[src/rtl/uart_cmd_parser.sv]
// uart_cmd_parser: assembles UART byte frames ('W' A3..A0 D3..D0 / 'R' A3..A0)
// into 32-bit read/write requests on a valid/ready interface, and flags bad
// headers, stop-bit errors, inter-byte timeouts and overruns.
module uart_cmd_parser #(
  parameter int unsigned P_TIMEOUT_CYC = 100000,
  parameter logic [7:0]  P_HDR_WR      = 8'h57,
  parameter logic [7:0]  P_HDR_RD      = 8'h52
) (
  input  logic        clk,
  input  logic        rstn,
  input  logic        i_rx_vld,
  input  logic [7:0]  i_rx_dat,
  input  logic        i_rx_stpbt_err,
  output logic        o_cmd_vld,
  input  logic        i_cmd_rdy,
  output logic        o_cmd_wr,
  output logic [31:0] o_cmd_addr,
  output logic [31:0] o_cmd_wdat,
  output logic        o_busy,
  output logic        o_err,
  output logic [1:0]  o_err_code,
  output logic [7:0]  o_err_cnt
);

  localparam int unsigned GAP_W = $clog2(P_TIMEOUT_CYC);

  typedef enum logic [1:0] {
    ST_IDLE = 2'd0,
    ST_ADDR = 2'd1,
    ST_WDAT = 2'd2,
    ST_CMD  = 2'd3
  } state_t;

  state_t           state;
  logic             wr;
  logic [31:0]      addr;
  logic [31:0]      wdat;
  logic [1:0]       byte_idx;
  logic [GAP_W-1:0] gap_cnt;
  logic             cmd_vld;
  logic             err;
  logic [1:0]       err_code;
  logic [7:0]       err_cnt;

  logic       is_hdr;
  logic       handshake;
  logic       idle_byte;
  logic       start;
  logic       gap_expired;
  logic       err_hit;
  logic [1:0] err_cause;

  // Byte classification and error cause for the current cycle.
  // A byte arriving in the handshake cycle is treated exactly like an idle byte.
  always_comb begin
    is_hdr      = (i_rx_dat == P_HDR_WR) || (i_rx_dat == P_HDR_RD);
    handshake   = (state == ST_CMD) && cmd_vld && i_cmd_rdy;
    idle_byte   = i_rx_vld && ((state == ST_IDLE) || handshake);
    start       = idle_byte && !i_rx_stpbt_err && is_hdr;
    gap_expired = !i_rx_vld && (gap_cnt == GAP_W'(P_TIMEOUT_CYC - 1));
    err_hit     = 1'b0;
    err_cause   = '0;
    if (idle_byte) begin
      if (i_rx_stpbt_err) begin
        err_hit   = 1'b1;
        err_cause = 2'd1;
      end else if (!is_hdr) begin
        err_hit   = 1'b1;
        err_cause = 2'd0;
      end
    end else if (state == ST_CMD) begin
      if (i_rx_vld) begin
        err_hit   = 1'b1;
        err_cause = 2'd3;
      end
    end else if ((state == ST_ADDR) || (state == ST_WDAT)) begin
      if (i_rx_vld && i_rx_stpbt_err) begin
        err_hit   = 1'b1;
        err_cause = 2'd1;
      end else if (gap_expired) begin
        err_hit   = 1'b1;
        err_cause = 2'd2;
      end
    end
  end

  // Frame FSM with registered command and error outputs.
  // The header check sits after the case so a new frame can start in the
  // same cycle a held command is accepted.
  always_ff @(posedge clk) begin
    if (!rstn) begin
      state    <= ST_IDLE;
      wr       <= 1'b0;
      addr     <= '0;
      wdat     <= '0;
      byte_idx <= '0;
      gap_cnt  <= '0;
      cmd_vld  <= 1'b0;
      err      <= 1'b0;
      err_code <= '0;
      err_cnt  <= '0;
    end else begin
      err <= err_hit;
      if (err_hit) begin
        err_code <= err_cause;
        if (err_cnt != 8'hFF) err_cnt <= err_cnt + 8'd1;
      end
      case (state)
        ST_IDLE: ;
        ST_ADDR: begin
          if (i_rx_vld) begin
            if (i_rx_stpbt_err) begin
              state <= ST_IDLE;
            end else begin
              addr     <= {addr[23:0], i_rx_dat};
              gap_cnt  <= '0;
              byte_idx <= byte_idx + 2'd1;
              if (byte_idx == 2'd3) begin
                if (wr) begin
                  state <= ST_WDAT;
                end else begin
                  state   <= ST_CMD;
                  cmd_vld <= 1'b1;
                end
              end
            end
          end else if (gap_expired) begin
            state <= ST_IDLE;
          end else begin
            gap_cnt <= gap_cnt + GAP_W'(1);
          end
        end
        ST_WDAT: begin
          if (i_rx_vld) begin
            if (i_rx_stpbt_err) begin
              state <= ST_IDLE;
            end else begin
              wdat     <= {wdat[23:0], i_rx_dat};
              gap_cnt  <= '0;
              byte_idx <= byte_idx + 2'd1;
              if (byte_idx == 2'd3) begin
                state   <= ST_CMD;
                cmd_vld <= 1'b1;
              end
            end
          end else if (gap_expired) begin
            state <= ST_IDLE;
          end else begin
            gap_cnt <= gap_cnt + GAP_W'(1);
          end
        end
        ST_CMD: begin
          if (handshake) begin
            cmd_vld <= 1'b0;
            state   <= ST_IDLE;
          end
        end
        default: state <= ST_IDLE;
      endcase
      if (start) begin
        wr       <= (i_rx_dat == P_HDR_WR);
        addr     <= '0;
        wdat     <= '0;
        byte_idx <= '0;
        gap_cnt  <= '0;
        state    <= ST_ADDR;
      end
    end
  end

  assign o_cmd_vld  = cmd_vld;
  assign o_cmd_wr   = wr;
  assign o_cmd_addr = addr;
  assign o_cmd_wdat = wdat;
  assign o_busy     = (state != ST_IDLE);
  assign o_err      = err;
  assign o_err_code = err_code;
  assign o_err_cnt  = err_cnt;

endmodule

[config.mk]
export PLATFORM = sky130hd
export DESIGN_NAME = uart_cmd_parser
export DESIGN_NICKNAME = d
export VERILOG_FILES = /design/src/rtl/uart_cmd_parser.sv
export SDC_FILE = /design/constraint.sdc
export NUM_CORES = 1
export LEC_CHECK = 0
export BUFFER_PORTS_ARGS = -buffer_cell sky130_fd_sc_hd__buf_2
export CORE_MARGIN = 3
export CORE_UTILIZATION = 48
export CTS_CLUSTER_SIZE = 28
export DETAILED_ROUTE_END_ITERATION = 10
export GPL_TIMING_DRIVEN = 0
export PLACE_DENSITY = 0.72
export SKIP_CTS_REPAIR_TIMING = 1
export SLEW_MARGIN = 30
export SYNTH_ARGS = -nofsm -noshare
export SYNTH_HDL_FRONTEND = slang
export SYNTH_SLANG_ARGS = --single-unit
[constraint.sdc]
create_clock -name clk -period 3.6 [get_ports clk]
set_clock_uncertainty 0.2 [all_clocks]
set_input_delay 0.18 -clock clk [delete_from_list [all_inputs] [get_ports clk]]
set_output_delay 0.18 -clock clk [all_outputs]
set_load 0.01 [all_outputs]
Word level (Yosys, flattened, before mapping). Index checks and enable logic that the tools add are counted.

Flip-flop bits (word level): 98. Input port bits: 13. Output and inout port bits: 78. Logic and storage cells: 103.

Add/sub/neg operators: 3. Eq/ne operators: 23. Muxes and demuxes: 38. Bitwise gates (word level): 2. Reduce and logical (&&, ||, !) cells: 26.

Operators with widths (count): $mux 17 (3); $mux 2 (14); $mux 1 (19); $add 17x1->17 const B (1); $eq 17x17->1 const B (1); $eq 8x7->1 const B (2); $ne 2x2->1 const B (8); $reduce_and 3->1 (4); $ne 5x4->1 const B (2); $reduce_and 9->1 (1); $add 8x1->8 const B (1); $ne 4x3->1 const B (2); $ne 8x8->1 const B (1); $reduce_and 4->1 (2); $logic_and 1x1->1 (7); $eq 2x2->1 const B (3); $pmux 2 s3 (1); $ne 2x1->1 const B (2); $reduce_bool 4->1 (1); $reduce_or 2->1 (2); $logic_or 1x1->1 (3); $ne 3x3->1 const B (1); $pmux 1 s3 (1); $reduce_bool 3->1 (1); 7 further kinds (9).

Longest topological paths before layout.
Depth in word-level cells: 9. Depth in mapped cells: 8. Depth with buffers taken out: 7.

Worst setup path after synthesis. OpenSTA, ideal clock, no wires.

Path type: register to register. Start: reg gap_cnt[6]. End: reg gap_cnt[14]. Setup time: 0.128 ns. Arrival: 1.985 ns. Required time: 3.272 ns. Slack: 1.288 ns. Stages on the path, launching flop included: 8. Buffers on the path: 2. Clock period less this slack: 2.312 ns. Path through: dfxtp_1 -> or4b_1 -> or4_1 -> buf_6 -> buf_8 -> o2111ai_2 -> xor2_1 -> nor2_1.

Longest elaborated chain between the ends: 4. Elaborated cells between the ends (all ways): 7. Classes of those cells: add/sub: 1; eq/ne: 2; mux: 2; reduce/logical: 2.

Ends and longest elaborated chain: from (decl) (line 39) `logic [GAP_W-1:0] gap_cnt;`; from (signal assigned) (line 130) `gap_cnt <= gap_cnt + GAP_W'(1);`; from (signal assigned) (line 149) `gap_cnt <= gap_cnt + GAP_W'(1);`; branches (longest 4 deep; another with $add 17x1->17).

Several ways; the timed one is not identified. The select of a mux whose other input is x is not followed. A chain may end at the register's enable or synchronous reset.

Worst setup path after layout.
Start: reg state[0]. End: reg gap_cnt[16].

Longest elaborated chain between the ends: 8. Elaborated cells between the ends (all ways): 13. Classes of those cells: eq/ne: 3; reduce/logical: 10.

Ends and longest elaborated chain: from (decl) (line 34) `state_t state;`; from (signal assigned) (line 92) `state <= ST_IDLE;`; from (signal assigned) (line 113) `state <= ST_IDLE;`; from (signal assigned) (line 120) `state <= ST_WDAT;`; $eq 2x2->1 (line 57) `handshake = (state == ST_CMD) && cmd_vld && i_cmd_rdy;`; $logic_and 1x1->1 (2 in a row) (line 57); $logic_or 1x1->1 (line 58) `idle_byte = i_rx_vld && ((state == ST_IDLE) || handshake);`; $logic_and 1x1->1 (line 58); $logic_and 1x1->1 (2 in a row) (line 59) `start = idle_byte && !i_rx_stpbt_err && is_hdr;`; $reduce_or 2->1 (no source line).

Several ways; a longest one is shown, not always the timed one.

==> results.sh <==
export IMPL_antenna_left=0
export IMPL_crit_required_ns=3.68
export IMPL_yosysMostFrequentCell="nand2_1"
export IMPL_ios=91
export IMPL_p_leak_nw=2.021
export IMPL_cts_htree_levels=3
export IMPL_ys_flop_type="dfxtp_1"
export IMPL_cp_start_kind="register"
export IMPL_postLayoutCoreUtil_pct=60.94
export IMPL_peakVddDrop_uv=203.1
export IMPL_min_period_ns=2.745
export IMPL_arrival_ns=2.83
export IMPL_drive_above_1_share_pct=18.87
export IMPL_ctsRootBufferMaster="clkbuf_8"
export IMPL_synth_area_leaders="dfxtp_1, nand2_1, a21oi_1, clkbuf_1, ha_1"
export IMPL_initialDrtViolationCount=236
export IMPL_cp_max_fo=10
export IMPL_finalSetupTns_ns=0
export IMPL_ys_seq_elements=98
export IMPL_routed_via_density=5.390
export IMPL_slew_headroom_pct=57.28
export IMPL_initial_utilization_pct=50.29
export IMPL_p_total_mw=1.938
export IMPL_async_reset_ff_share_pct=0
export IMPL_final_period_utilization_pct=76.26
export IMPL_clkSinkCount=98
export IMPL_yosysWarnings=0
export IMPL_finalHoldViolCount=0
export IMPL_fp_dieW_um=99.48
export IMPL_synth_edf_count=0
export IMPL_whs_ns=0.009925
export IMPL_ys_types=48
export IMPL_routed_wl_um=10500
export IMPL_tightest_slew_ns=0.6319
export IMPL_finalSetupViolCount=0
export IMPL_wl_per_cell_um=14.17
export IMPL_cts_buffer_depth=2
export IMPL_cts_made_buffers=9
export IMPL_vias=3994
export IMPL_min_path_type="in2reg"
export IMPL_core_area_mm2=0.008341
export IMPL_synth_area_per_cell_um2=8.035
export IMPL_grt_max_degree=20
export IMPL_placed_cells=716
export IMPL_seq_area_frac_synth_pct=46.78
export IMPL_fmax_mhz=364.3
export IMPL_grt_setup_unrepaired="no"
export IMPL_synthesis_nets=543
export IMPL_clk_latency_ns=0.37
export IMPL_layout_nets=652
export IMPL_outcome="finished clean"
export IMPL_die_y_um=99.48
export IMPL_yosysTopAreaCellShare_pct=46.78
export IMPL_place_congestion=0.8449
export IMPL_cap_violations=0
export IMPL_fp_row_count=33
export IMPL_area_growth_pct=21.18
export IMPL_power_density_mw_per_mm2=381.3
export IMPL_port_buffers=89
export IMPL_yosys_top_cells_count="nand2_1, dfxtp_1, a21oi_1"
export IMPL_drt_first_pass_iters=4
export IMPL_finalMaxSlewViolations=0
export IMPL_criticalPathCategory="reg2reg"
export IMPL_antenna_found_initial=0
export IMPL_stdcell_count=741
export IMPL_end_kind="register"
export IMPL_dieArea_mm2=0.009895
export IMPL_cts_tree="done"
export IMPL_grt_pass1_vias=3664
export IMPL_grt_usage_pct=20.76
export IMPL_antenna_cells=0
export IMPL_drcViolationCount=0
export IMPL_synth_cell_area_mm2=0.004194
export IMPL_grt_pass1_wl_um=16790
export IMPL_place_detailed_hpwl_um=7937
export IMPL_synth_largest_area_cell="dfxtp_1"
export IMPL_synth_cells=522
export IMPL_fillers=765
export IMPL_grt_ovfl_total=0
export IMPL_clk_pin_slew_worst_paths_ns=0.10
-- path summary, 6_finish.rpt --
check            startpoint        endpoint  slack (ns)  cells after the start
max                state[0]     gap_cnt[16]        0.85                      8
min                    rstn    o_err_cnt[3]        0.01                      3
max reg2reg        state[0]     gap_cnt[16]        0.85                      8
min reg2reg  o_cmd_wdat[24]  o_cmd_wdat[24]        0.25                      2
-- power by group --
part | total, mW | switching [mW] | internal [mW]
clock | 0.763 | 0.422 | 0.340
combinational | 0.0832 | 0.0555 | 0.0277
sequential | 1.09 | 0.00380 | 1.09
-- registers in the layout, indices dropped and copies added (netlist names) --
name / cells
o_err_cnt: 8
o_cmd_addr: 32
gap_cnt: 17
o_err: 1
o_cmd_wr: 1
o_cmd_vld: 1
o_err_code: 2
o_cmd_wdat: 32
state: 2
byte_idx: 2
-- logic make-up (layout without fill, tap and decap cells) --
group                    Yosys count  in the layout  synth area share (%)
flip-flops                        98             98                 46.78
adder cells (fa/ha/maj)            8              8                 2.387
buffers and inverters             41            155                 4.117
multiplexers                       7              7                 1.701
AND/OR/NAND/NOR                  239            239                 25.06
XOR/XNOR                          12             12                 2.506
AO/OA/AOI/OAI                    117            117                 17.45
-- final cells by class --
type / instances / area, um^2 / share of cell area [%]
Inverter: 10 / 37.54 / 0.7386
Buffer: 31 / 135.1 / 2.659
Clock buffer: 9 / 123.9 / 2.437
Clock inverter: 7 / 97.59 / 1.920
Multi-Input combinational cell: 383 / 2059 / 40.52
Sequential cell: 98 / 1962 / 38.60
Timing Repair Buffer: 98 / 535.5 / 10.54
Tap cell: 105 / 131.4 / 2.585
-- layout by cell type (no fill, tap or decap), types with 6 or more instances in the layout --
| cell | count |
|---|---|
| nand3_1 | 14 |
| o21ai_0 | 6 |
| nand2_1 | 158 |
| buf_2 | 89 |
| inv_1 | 10 |
| a21oi_1 | 78 |
| dlygate4sd3_1 | 9 |
| clkbuf_8 | 9 |
| nand4_1 | 8 |
| clkbuf_1 | 27 |
| mux2i_1 | 6 |
| xor2_1 | 11 |
| nor2_1 | 21 |
| ha_1 | 8 |
| o211ai_2 | 6 |
| dfxtp_1 | 98 |
-- critical path, cell delays in order (launching register included) --
cell and delay [ns]:
dfxtp_1 0.43, inv_1 0.12, ha_1 0.31, clkbuf_1 0.33, nand3_1 0.14, nor4_1 0.39, o211ai_2 0.21, or3_1 0.34
a21oi_1 0.19
-- through the flow --
| step | setup WS (ns) | cell area [um^2] |
|---|---|---|
| floorplan | 1.288 | 4194 |
| global placement | 0.9923 | 4771 |
| detailed placement | 0.9114 | 4771 |
| CTS | 0.8949 | 4992 |
| global route | 0.5558 | 5082 |
| finish | 0.8547 | 5082 |
-- routing by layer --
metal	GRT usage (%)	up-vias	routed length [um]	share of wire, %
met3	3.015	13	576	5.5
met2	35.95	97	5085	48
met5	0	-	0	0
met4	8.088	0	138	1.3
li1	-	2001	-	-
met1	26.04	1883	4699	45
Note: power is estimated with default switching activity, not from simulation.
